===== config.mk =====
export PLATFORM = sky130hd
export DESIGN_NAME = store_align_buffer
export DESIGN_NICKNAME = d
export VERILOG_FILES = /design/src/rtl/store_align_buffer.sv
export SDC_FILE = /design/constraint.sdc
export NUM_CORES = 1
export LEC_CHECK = 0
export BUFFER_PORTS_ARGS = -buffer_cell sky130_fd_sc_hd__buf_2
export CAP_MARGIN = 20
export CORE_ASPECT_RATIO = 0.5
export CORE_UTILIZATION = 49
export DETAILED_ROUTE_END_ITERATION = 10
export GPL_ROUTABILITY_DRIVEN = 0
export PLACE_DENSITY = 0.68
export RECOVER_POWER = 50
export SKIP_LAST_GASP = 1
export SLEW_MARGIN = 5
export SYNTH_ARGS = -nofsm -noshare
export SYNTH_HDL_FRONTEND = slang
export SYNTH_SLANG_ARGS = --single-unit

===== constraint.sdc =====
create_clock -name clk -period 3.9 [get_ports clk]
set_input_delay 0.975 -clock clk [delete_from_list [all_inputs] [get_ports clk]]
set_output_delay 0.975 -clock clk [all_outputs]
set_load 0.005 [all_outputs]

===== src/rtl/store_align_buffer.sv =====
// Store alignment buffer. Takes right-justified store data from the memory
// stage and shifts it onto its byte lanes. It builds the byte write strobes,
// traps illegal stores, and queues legal stores in a DEPTH-entry FIFO that
// drains to the bus over a valid/ready handshake.
//
// in_type encoding (mem_t):
//   0 = MEM_SB, 1 = MEM_SH, 2 = MEM_SW, 3 = MEM_SD.
//   Codes 4..7 are not store types and are always rejected.
module store_align_buffer #(
    parameter int DATA_W = 32,
    parameter int ADDR_W = 32,
    parameter int DEPTH  = 4
) (
    input  logic                      clk,
    input  logic                      resetn,
    input  logic                      in_valid,
    output logic                      in_ready,
    input  logic [ADDR_W-1:0]         in_addr,
    input  logic [DATA_W-1:0]         in_wd,
    input  logic [2:0]                in_type,
    input  logic                      flush,
    output logic                      out_valid,
    input  logic                      out_ready,
    output logic [ADDR_W-1:0]         out_addr,
    output logic [DATA_W-1:0]         out_wd,
    output logic [DATA_W/8-1:0]       out_strb,
    output logic                      misalign,
    output logic [$clog2(DEPTH):0]    count
);

    localparam int STRB_W = DATA_W / 8;
    localparam int OFF_W  = $clog2(STRB_W);
    localparam int PTR_W  = $clog2(DEPTH);
    localparam int CNT_W  = PTR_W + 1;

    localparam logic [2:0] MEM_SB = 3'd0;
    localparam logic [2:0] MEM_SH = 3'd1;
    localparam logic [2:0] MEM_SW = 3'd2;
    localparam logic [2:0] MEM_SD = 3'd3;

    // A store is legal when its access size fits the bus and is naturally aligned.
    function automatic logic is_legal(input logic [2:0] t, input logic [OFF_W-1:0] off);
        logic ok;
        case (t)
            MEM_SB:  ok = 1'b1;
            MEM_SH:  ok = (off[0] == 1'b0);
            MEM_SW:  ok = (off[1:0] == 2'b00);
            MEM_SD:  ok = (DATA_W == 64) && (off == '0);
            default: ok = 1'b0;
        endcase
        return ok;
    endfunction

    // Byte enables: access-size mask shifted up to the byte offset.
    function automatic logic [STRB_W-1:0] lane_strb(input logic [2:0] t, input logic [OFF_W-1:0] off);
        logic [STRB_W-1:0] base;
        case (t)
            MEM_SB:  base = STRB_W'(1'b1);
            MEM_SH:  base = STRB_W'(2'b11);
            MEM_SW:  base = STRB_W'(4'hF);
            MEM_SD:  base = '1;
            default: base = '0;
        endcase
        return base << off;
    endfunction

    // Shift data onto its lanes and zero every byte the strobe does not enable.
    function automatic logic [DATA_W-1:0] lane_data(input logic [DATA_W-1:0] wd,
                                                    input logic [OFF_W-1:0]  off,
                                                    input logic [STRB_W-1:0] strb);
        logic [DATA_W-1:0] shifted;
        logic [DATA_W-1:0] mask;
        shifted = wd << {off, 3'b000};
        for (int b = 0; b < STRB_W; b++) begin
            mask[8*b +: 8] = {8{strb[b]}};
        end
        return shifted & mask;
    endfunction

    logic [ADDR_W-1:0] mem_addr [DEPTH];
    logic [DATA_W-1:0] mem_wd   [DEPTH];
    logic [STRB_W-1:0] mem_strb [DEPTH];

    logic [PTR_W-1:0]  wr_ptr;
    logic [PTR_W-1:0]  rd_ptr;
    logic [PTR_W-1:0]  rd_ptr_nxt;
    logic [CNT_W-1:0]  count_nxt;

    logic [OFF_W-1:0]  off_p0;
    logic              legal_p0;
    logic              vld_p0;
    logic [ADDR_W-1:0] addr_p0;
    logic [STRB_W-1:0] strb_p0;
    logic [DATA_W-1:0] wd_p0;
    logic              push;
    logic              pop;
    logic              head_fwd;

    assign in_ready  = (count != CNT_W'(DEPTH));
    assign out_valid = (count != '0);

    // Request decode, alignment and FIFO bookkeeping for the coming edge.
    always_comb begin
        off_p0     = in_addr[OFF_W-1:0];
        legal_p0   = is_legal(in_type, off_p0);
        vld_p0     = in_valid && in_ready && !flush;
        push       = vld_p0 && legal_p0;
        pop        = out_valid && out_ready;
        strb_p0    = lane_strb(in_type, off_p0);
        wd_p0      = lane_data(in_wd, off_p0, strb_p0);
        addr_p0    = {in_addr[ADDR_W-1:OFF_W], {OFF_W{1'b0}}};
        rd_ptr_nxt = rd_ptr + PTR_W'(pop);
        count_nxt  = count + CNT_W'(push) - CNT_W'(pop);
        // The pushed entry becomes the head only when it is the sole occupant.
        head_fwd   = push && (wr_ptr == rd_ptr_nxt);
    end

    // Entry storage; slots are written only on a legal push.
    always_ff @(posedge clk) begin
        if (push) begin
            mem_addr[wr_ptr] <= addr_p0;
            mem_wd[wr_ptr]   <= wd_p0;
            mem_strb[wr_ptr] <= strb_p0;
        end
    end

    // Pointers, occupancy, trap pulse and the registered head presented to the bus.
    always_ff @(posedge clk or negedge resetn) begin
        if (!resetn) begin
            wr_ptr   <= '0;
            rd_ptr   <= '0;
            count    <= '0;
            misalign <= 1'b0;
            out_addr <= '0;
            out_wd   <= '0;
            out_strb <= '0;
        end else if (flush) begin
            wr_ptr   <= '0;
            rd_ptr   <= '0;
            count    <= '0;
            misalign <= 1'b0;
        end else begin
            misalign <= vld_p0 && !legal_p0;
            if (push) begin
                wr_ptr <= wr_ptr + PTR_W'(1);
            end
            rd_ptr <= rd_ptr_nxt;
            count  <= count_nxt;
            if (count_nxt != '0) begin
                if (head_fwd) begin
                    out_addr <= addr_p0;
                    out_wd   <= wd_p0;
                    out_strb <= strb_p0;
                end else begin
                    out_addr <= mem_addr[rd_ptr_nxt];
                    out_wd   <= mem_wd[rd_ptr_nxt];
                    out_strb <= mem_strb[rd_ptr_nxt];
                end
            end
        end
    end

endmodule

==> results of run 1 <==
## sequential cells by signal, indices dropped and copies added, names as in the netlist
name      flops
count         3
mem_addr    120
mem_strb     16
mem_wd      128
misalign      1
out_addr     30
out_strb      4
out_wd       32
rd_ptr        2
wr_ptr        2
## layout by cell type, fill, tap and decap left out, types with 10 or more instances in the layout
cell type / count
edfxtp_1: 264
buf_2: 88
dfrtp_1: 74
mux4_2: 66
clkbuf_1: 61
a221o_1: 54
clkbuf_16: 31
nor2_1: 27
and2_1: 22
and2_0: 22
and2_4: 19
mux2i_1: 16
a211oi_1: 16
buf_4: 16
nor2b_1: 14
buf_12: 14
nand2_1: 10
## per-layer routing
metal / part of all wire (%) / vias up
met5: 0 / -
met4: 1.9 / 0
met3: 4.7 / 43
met2: 50 / 202
met1: 44 / 3882
li1: - / 3262
## final cells by class
cell class	instances	area, um2
timing repair buffer	179	1080
inverter	9	33.8
fill	2013	10800
clock inverter	14	201
sequential	338	9780
tap	374	468
multi-input combinational	335	3640
clock buffer	42	877
## worst max path at each step
stage	from	to	slack (ns)	cells past startpoint
after floorplan	in_type[0]	out_wd[2]	-0.02	16
after global placement	in_type[0]	out_addr[22]	-0.01	16
after detailed placement	in_type[0]	out_addr[7]	-0.1	16
after CTS	count[1]	out_addr[9]	0.44	15
after global routing	count[1]	out_addr[9]	0.21	15
final	count[1]	out_addr[9]	0.38	15
## kinds of logic (layout without fill, tap and decap cells)
logic type	Yosys count	count (layout)	synth area share, %
AO/OA/AOI/OAI	105	105	6.80
XOR/XNOR	4	4	0.479
adder cells (fa/ha/maj)	8	8	0.792
buffers and inverters	56	244	2.08
flip-flops	338	338	72.0
multiplexers	82	82	12.1
other	1	2	0.0276
AND/OR/NAND/NOR	134	134	5.73
## worst max-delay path: cells and delay by family, from the launching register on
kind	cells	cell delay [ns]
AOI/OAI and AO/OA	2	0.54
buffers and inverters	5	0.60
xor gates and xnor gates	1	0.25
adders and majority gates	3	0.68
and+or+nand+nor	4	0.86
DFF	1	0.45
## where the power goes
| group | internal (W) | switching, W | leakage [nW] |
|---|---|---|---|
| clock | 0.00190 | 0.00128 | 0.533 |
| combinational | 0.00215 | 0.00176 | 1.88 |
| sequential | 0.00430 | 0.000275 | 3.33 |
| total | 0.00835 | 0.00332 | 5.75 |
## metrics by stage
stage	instance area (um2)	hold WS, ns
floorplan	13700	0.480
global placement	15100	0.491
detailed placement	15100	0.497
CTS	16200	0.476
global route	16100	0.525
finish	16100	0.512
==> metrics.txt, run 1 <==
Placement Setup Slack=-0.0999 ns; DRT Wirelength=29200 um; Cell Pwr Density=726 nW/um2; root buffer cell=clkbuf_16; clk slew on worst S/H paths=0.06 ns; DPL Wire Length=18200 um; CTS tree=built; synth top area cells=edfxtp_1 58%, dfrtp_1 14%, mux4_2 11%; Worst Hold Depth=1; Post-synth top flop=edfxtp_1; Hold Path Sink=out_addr[11]; HP Class=flip-flop to flip-flop; commonest cells in the netlist=264 x edfxtp_1, 74 x dfrtp_1, 66 x mux4_2; mapped cell area=13600 um2; fmax=284 MHz; post-CTS sizing=0; Max stage delay cell, worst path=dfrtp_1; port bufs=143; Largest stage delay, worst path=0.45 ns; most crowded layer after global routing=met2; overall power=0.0117 W; worst skew pair latency=0.56 ns; reg-to-reg critical path startpoint=count[1]; Hold Startpoint=out_addr[11]; sequential-to-total area share from yosys stat=72.0%; total track usage=21.5%; max_cap viols=1; Initial Util=50.6%; Post-DRT Antenna Nets=0; Yosys cell types=49; Initial DRC Count=629; mean routed wirelength per cell=22.7 um; Worst Reg-to-Reg Cells=15; Horiz. Die Dim=238 um; Pre-antenna DRT Iters=5; number of synthesized flops with an enable pin=264; DR vias/cell=5.72; routed vias=7389; most frequent cell after synthesis=edfxtp_1; RR Endpoint=out_addr[9]; non-filler instance count after layout=1291; Die ar.=28400 um2; largest area contributor in the netlist=edfxtp_1; Post CTS Setup Buffer Count=0; CTS Buffer Depth=3; fin. max-slew vios=47; measured slew at the worst slew-check pin=3.01 ns; Synth Register Bits=338; vias in the first global route=7768; Synth async-reset ratio=21.9%; met2 Resource Use GR=36.1%; fin nets=973; share of layout cells above drive strength 1=29.7%; share of the synthesized area in the top cell type=58.3%; htree depth=1; # DRC=0; Pleak=5.75 nW; Post-Synthesis Cells=728; largest net degree at the start of global routing=47; max_slew headroom=-100%; Core Rows=42; CTS buffer count=30; crit path DAT=3.95 ns; worst path cell trace=or3b_1 > and3b_1 > and2_0 > inv_1 > ha_4 > inv_2 > ha_4 > inv_2 > fa_1 > xor3_1 > o21bai_4 > buf_12 > nor2_4 > buf_12 > a221o_1; syn avg cell area=18.7 um2; antenna violations before repair=0; Worst Skew=0.00661 ns; clock sink count=338; first-pass GRT wire length=46000 um; Post-Place Cells=1235; grt total ovfl=0; Util after Layout=59.9%; endpoints failing hold=0; area grow syn2layout=18.3%; post-route clock period utilization=90.2%; met3 Use GR=2.94%; required time worst endpoint=4.34 ns; Ports=146; minimum clock period=3.52 ns; R2R Setup Slk=0.38 ns; die height=120 um; # diodes=0; Setup Viol. Count Final=0; core area=26900 um2; CP Launch Type=flip-flop; setup_tns=0 ns; PnR worst setup slack=0.382 ns; synth warn=0; status=complete, but fails checks; VDD IR max=0.483 mV; failing checks=max-capacitance violations, max-slew violations; critical path fanouts, max=36; unrepaired setup endpoints after global routing=false; CTS Hold Bufs=0; Crit. End Element=flip-flop; routing usage on met1=30.4%; Setup CP Type=flip-flop to flip-flop
(Power assumes the default switching activity.)
==> run 2, diff against run 1 <==
--- a/config.mk
+++ b/config.mk
@@ -5,6 +5,7 @@
 export SDC_FILE = /design/constraint.sdc
 export NUM_CORES = 1
 export LEC_CHECK = 0
+export ABC_AREA = 1
 export BUFFER_PORTS_ARGS = -buffer_cell sky130_fd_sc_hd__buf_2
 export CAP_MARGIN = 20
 export CORE_ASPECT_RATIO = 0.5
==> metrics.txt, run 2 <==
status=complete, but fails checks; failing checks=max-capacitance violations, max-slew violations; Post-synth top flop=edfxtp_1; Synth async-reset ratio=21.9% (unchanged); Largest regs=mem_wd (128), mem_addr (120), out_wd (32); largest net degree at the start of global routing=95 (+100%); first-pass GRT wire length=58200 um (+27%); fin nets=1689 (+74%); clock power share=24.7% (-2.6 points); unrepaired setup endpoints after global routing=false; share of layout cells above drive strength 1=11.3% (-18 points); DR vias/cell=5.40 (-5.6%); Horiz. Die Dim=248 um (+4.4%); antenna violations before repair=0 (unchanged); CTS buffer count=30 (unchanged); share of the synthesized area in the top cell type=53.5% (-4.9 points); # DRC=0 (unchanged); port bufs=143 (unchanged); HP Class=flip-flop to flip-flop; crit path DAT=3.55 ns (-0.40 ns); critical path fanouts, max=66 (+83%); internal power=0.00770 W (-7.8%); fin. max-slew vios=192 (+310%); Core Rows=44 (+4.8%); largest area contributor in the netlist=edfxtp_1; Initial Util=50.5% (-0.068 points); overall power=0.0124 W (+6.6%); part of the power in registers=36.7% (-2.5 points); Crit. End Element=flip-flop; syn avg cell area=9.97 um2 (-47%); required time worst endpoint=4.05 ns (-0.29 ns); # diodes=0 (unchanged); Util after Layout=57.6% (-2.2 points); fmax=294 MHz (+3.4%); Yosys cell types=28 (-43%); root buffer cell=clkbuf_16; Largest Register=mem_wd; clock sink count=338 (unchanged); Post CTS Setup Buffer Count=0 (unchanged); Initial DRC Count=976 (+55%); Die ar.=31000 um2 (+9.0%); Pre-antenna DRT Iters=5 (unchanged); Post-DRT Antenna Nets=0 (unchanged); area grow syn2layout=14.0%; Placement Setup Slack=0.384 ns (+0.484 ns); synth top area cells=edfxtp_1 53%, nand2_1 13%, dfrtp_1 12%; most frequent cell after synthesis=nand2_1; most frequent cells in the layout=526 x nand2_1, 264 x edfxtp_1, 142 x nor2_1, 142 x o21ai_0, 106 x nand3_1; htree depth=1 (unchanged); mapped cell area=14800 um2 (+9.1%); post-route clock period utilization=87.3% (-2.9 points); synth warn=0 (unchanged); Pleak=7.23 nW (+26%); Ports=146 (unchanged); Net Sw Power=0.00473 W (+43%); post-CTS sizing=0 (unchanged); VDD IR max=0.573 mV (+19%); Synth Register Bits=338 (unchanged); Post-Place Cells=1967 (+59%); max_cap viols=4 (+3); worst skew pair latency=0.56 ns (about the same); Cell Pwr Density=736 nW/um2 (+1.3%); commonest cells in the netlist=527 x nand2_1, 264 x edfxtp_1, 145 x nor2_1; max_slew headroom=-26.3% (+74 points); non-filler instance count after layout=2024 (+57%); CP Launch Type=input port; CTS tree=built; Post-Synthesis Cells=1487 (+100%); total track usage=24.2% (+2.7 points); Sw Ratio=38.1% (+9.6 points); clk slew on worst S/H paths=0.07 ns (about the same); Worst Skew=0.0122 ns (+0.00563 ns); PnR worst setup slack=0.497 ns (+0.115 ns); minimum clock period=3.40 ns (-0.115 ns); mean routed wirelength per cell=18.2 um (-20%); grt total ovfl=0 (unchanged); endpoints failing hold=0 (unchanged); core area=29300 um2 (+9.3%); vias in the first global route=11016 (+42%); CTS Hold Bufs=0 (unchanged); number of flip-flops in the largest register=128 (unchanged); commonest non-fill, non-tap cell in the layout=nand2_1; DPL Wire Length=21400 um (+17%); CTS Buffer Depth=3 (unchanged); number of synthesized flops with an enable pin=264 (unchanged); DRT Wirelength=36900 um (+26%); die height=125 um (+4.4%); Combinational Power Share=38.7% (+5.2 points); routed vias=10938 (+48%); Setup Viol. Count Final=0 (unchanged); measured slew at the worst slew-check pin=1.89 ns (-1.11 ns); sequential-to-total area share from yosys stat=66.0% (-6.0 points); Setup CP Type=input port to flip-flop
## run 2: changes by cell type after synthesis, moves of 23 or more
cell / change
nand2_1: +517
mux4_2: -66
nand3b_1: +34
nand3_1: +105
buf_2: +23
o21ai_0: +141
nor2_1: +118
and2_1: -42
inv_1: +55
a221o_1: -54
## run 2: metal layers
layer | track usage, % | vias up | part of all wire [%]
li1 | - | 5177 | -
met1 | 32.8 | 5303 | 43
met2 | 39.6 | 385 | 48
met3 | 4.57 | 73 | 7.1
met4 | 7.76 | 0 | 2.6
met5 | 0 | - | 0
## run 2: kinds of logic after synthesis
kind of cell	Yosys count	share of synthesized area [%]
xor gates and xnor gates	1	0.0591
buffers and inverters	157	4.78
and+or+nand+nor	828	23.1
AOI/OAI and AO/OA	154	5.38
other	1	0.0253
adders and majority gates	8	0.726
DFF	338	66.0
## run 2: critical path, cell delays in order
cell and delay, ns:
clkbuf_1 0.20, inv_1 0.16, nand2_1 0.07, a21oi_1 0.12, nand3_1 0.11, clkbuf_1 0.31
nor2_4 0.14, buf_2 1.39
## run 2: path summary, 6_finish.rpt
kind	start	endpoint	slack [ns]	cells past startpoint
min in group asynchronous	resetn	out_wd[19]	0.80	1
hold reg to reg	out_wd[3]	out_wd[3]	0.47	2
max in group asynchronous	resetn	out_addr[24]	0.85	2
setup reg to reg	count[1]	mem_wd[1][8]	0.76	6
setup / recovery	flush	mem_wd[1][8]	0.50	8
hold / removal	out_wd[3]	out_wd[3]	0.47	2
## run 2: power by group through the flow
stage	clock network, W	registers (W)	logic [W]
after floorplan	0	0.00461	0.00322
after detailed placement	0	0.00463	0.00481
final	0.00307	0.00456	0.00481
after CTS	0.00311	0.00456	0.00485
after global routing	0.00324	0.00460	0.00543
after global placement	0	0.00463	0.00466
## run 2: metrics by stage
stage	hold WS [ns]	instance area, um2	TNS, ns
detailed placement	0.461	16000	0
global route	0.493	16900	0
global placement	0.457	16000	0
CTS	0.479	17000	0
finish	0.475	16900	0
floorplan	0.473	14800	-249.74
## run 2: cell type report
type	instances	area [um2]
repair buffers	174	963
fillers	2433	12400
well taps	391	489
multi-input cells	993	4390
clock inverters	11	158
inverters	72	273
clock buffers	45	858
flip-flops and latches	338	9780
==> run 3, diff against run 2 <==
--- a/config.mk
+++ b/config.mk
@@ -6,13 +6,12 @@
 export NUM_CORES = 1
 export LEC_CHECK = 0
 export ABC_AREA = 1
-export BUFFER_PORTS_ARGS = -buffer_cell sky130_fd_sc_hd__buf_2
 export CAP_MARGIN = 20
 export CORE_ASPECT_RATIO = 0.5
 export CORE_UTILIZATION = 49
 export DETAILED_ROUTE_END_ITERATION = 10
+export DONT_BUFFER_PORTS = 1
 export GPL_ROUTABILITY_DRIVEN = 0
-export PLACE_DENSITY = 0.68
 export RECOVER_POWER = 50
 export SKIP_LAST_GASP = 1
 export SLEW_MARGIN = 5
==> metrics.txt, run 3 (synthesized netlist as in run 2, its figures left out) <==
post-CTS sizing=0 (unchanged); max_cap viols=0 (-4); Largest stage delay, worst path=0.69 ns (-0.70 ns); overall power=0.0120 W (-3.3%); share of layout cells above drive strength 1=5.77% (-5.5 points); Util after Layout=55.3% (-2.3 points); Largest regs=mem_wd (128), mem_addr (120), out_wd (32); DRT Wirelength=36100 um (-2.3%); mean routed wirelength per cell=19.2 um (+5.2%); WP buf/inv=2 (-2); clk slew on worst S/H paths=0.07 ns (about the same); root buffer cell=clkbuf_16; HP Class=input port to async pin; number of flip-flops in the largest register=128 (unchanged); crit path DAT=3.54 ns (about the same); CTS buffer count=31 (+3.3%); CP Launch Type=flip-flop; Setup Viol. Count Final=0 (unchanged); total track usage=23.5% (-0.69 points); Post-DRT Antenna Nets=0 (unchanged); Crit. End Element=flip-flop; Max stage delay cell, worst path=ha_4; clock sink count=338 (unchanged); worst skew pair latency=0.56 ns (about the same); largest net degree at the start of global routing=75 (-21%); max_slew headroom=2.79% (+29 points); minimum clock period=3.09 ns (-0.309 ns); commonest non-fill, non-tap cell in the layout=nand2_1; antenna violations before repair=0 (unchanged); Pleak=6.78 nW (-6.2%); post-route clock period utilization=79.3% (-7.9 points); port bufs=0 (-100%); first-pass GRT wire length=55700 um (-4.3%); most used cell, CP=nand3_1; Cell Pwr Density=741 nW/um2 (+0.77%); Initial Util=50.5% (unchanged); area grow syn2layout=9.44%; CTS Hold Bufs=0 (unchanged); Die ar.=31000 um2 (unchanged); Largest Register=mem_wd; critical path fanouts, max=43 (-35%); VDD IR max=0.483 mV (-16%); fmax=323 MHz (+10%); Initial DRC Count=803 (-18%); RR Endpoint=out_strb[2]; most frequent cells in the layout=526 x nand2_1, 264 x edfxtp_1, 144 x nor2_1, 142 x o21ai_0, 106 x nand3_1; fin. max-slew vios=0 (-100%); worst path cell trace=nor2_1 > a21boi_0 > ha_4 > xnor2_1 > inv_1 > nor2_4 > buf_4 > nand3_1 > nand3_1 > nand2_1; R2R Setup Slk=0.81 ns (+0.05 ns); Worst Skew=0.0133 ns (+0.00108 ns); routed vias=10127 (-7.4%); required time worst endpoint=4.35 ns (+0.30 ns); Worst Reg-to-Reg Cells=10 (+4); CTS Buffer Depth=3 (unchanged); Post CTS Setup Buffer Count=0 (unchanged); Horiz. Die Dim=248 um (unchanged); reg-to-reg critical path startpoint=count[1]; Setup CP Type=flip-flop to flip-flop; die height=125 um (unchanged); CTS tree=built; # DRC=0 (unchanged); measured slew at the worst slew-check pin=1.46 ns (-0.436 ns); DPL Wire Length=21300 um (-0.47%); unrepaired setup endpoints after global routing=false; fin nets=1546 (-8.5%); vias in the first global route=9679 (-12%); Core Rows=44 (unchanged); Pre-antenna DRT Iters=5 (unchanged); core area=29300 um2 (unchanged); grt total ovfl=0 (unchanged); DR vias/cell=5.38 (-0.38%); # diodes=0 (unchanged); htree depth=1 (unchanged); status=finished clean; Ports=146 (unchanged); Crit path max-delay family=simple AND/OR/NAND/NOR gates; endpoints failing hold=0 (unchanged)
-- run 3: area by class of cell --
type	instances	area, um2
Fill cell	2549	13100
Timing Repair Buffer	30	290
Clock buffer	45	888
Inverter	72	273
Clock inverter	12	130
Sequential cell	338	9780
Multi-Input combinational cell	993	4380
Tap cell	391	489
-- run 3: stage by stage --
| stage | hold WS [ns] | TNS, ns | std cells | setup WS [ns] | cell area [um2] |
|---|---|---|---|---|---|
| 2_1_floorplan | 0.473 | -249.74 | 1488 | -0.946 | 14800 |
| 3_3_place_gp | 0.493 | 0 | 1824 | 0.533 | 15300 |
| 3_5_place_dp | 0.493 | 0 | 1824 | 0.469 | 15300 |
| 4_1_cts | 0.0768 | 0 | 1881 | 0.798 | 16300 |
| 5_1_grt | 0.0817 | 0 | 1881 | 0.515 | 16200 |
| 6_report | 0.112 | 0 | 1881 | 0.806 | 16200 |
-- run 3: metal layers --
layer  vias to the layer above  GRT usage (%)  part of all wire, %
met3                        40           5.09                  7.0
met4                         0           4.26                  1.5
met2                       297           37.8                   46
met1                      4911           33.3                   45
li1                       4879              -                    -
met5                         -              0                    0
-- run 3: power by group --
| group | switching, W | internal (W) | leakage [nW] | total, W |
|---|---|---|---|---|
| Clock | 0.00130 | 0.00177 | 0.503 | 0.00306 |
| Sequential | 0.000343 | 0.00432 | 3.31 | 0.00466 |
| Combinational | 0.00292 | 0.00139 | 2.96 | 0.00431 |
| Total | 0.00455 | 0.00747 | 6.78 | 0.0120 |
-- run 3: worst max path at each step --
stage / startpoint / to / depth (start not counted)
after floorplan: in_addr[0] / mem_addr[0][0] / 6
after global placement: out_ready / out_strb[2] / 9
after detailed placement: out_ready / out_wd[24] / 13
after CTS: count[1] / out_strb[2] / 10
after global routing: count[1] / out_strb[2] / 10
final: count[1] / out_strb[2] / 10
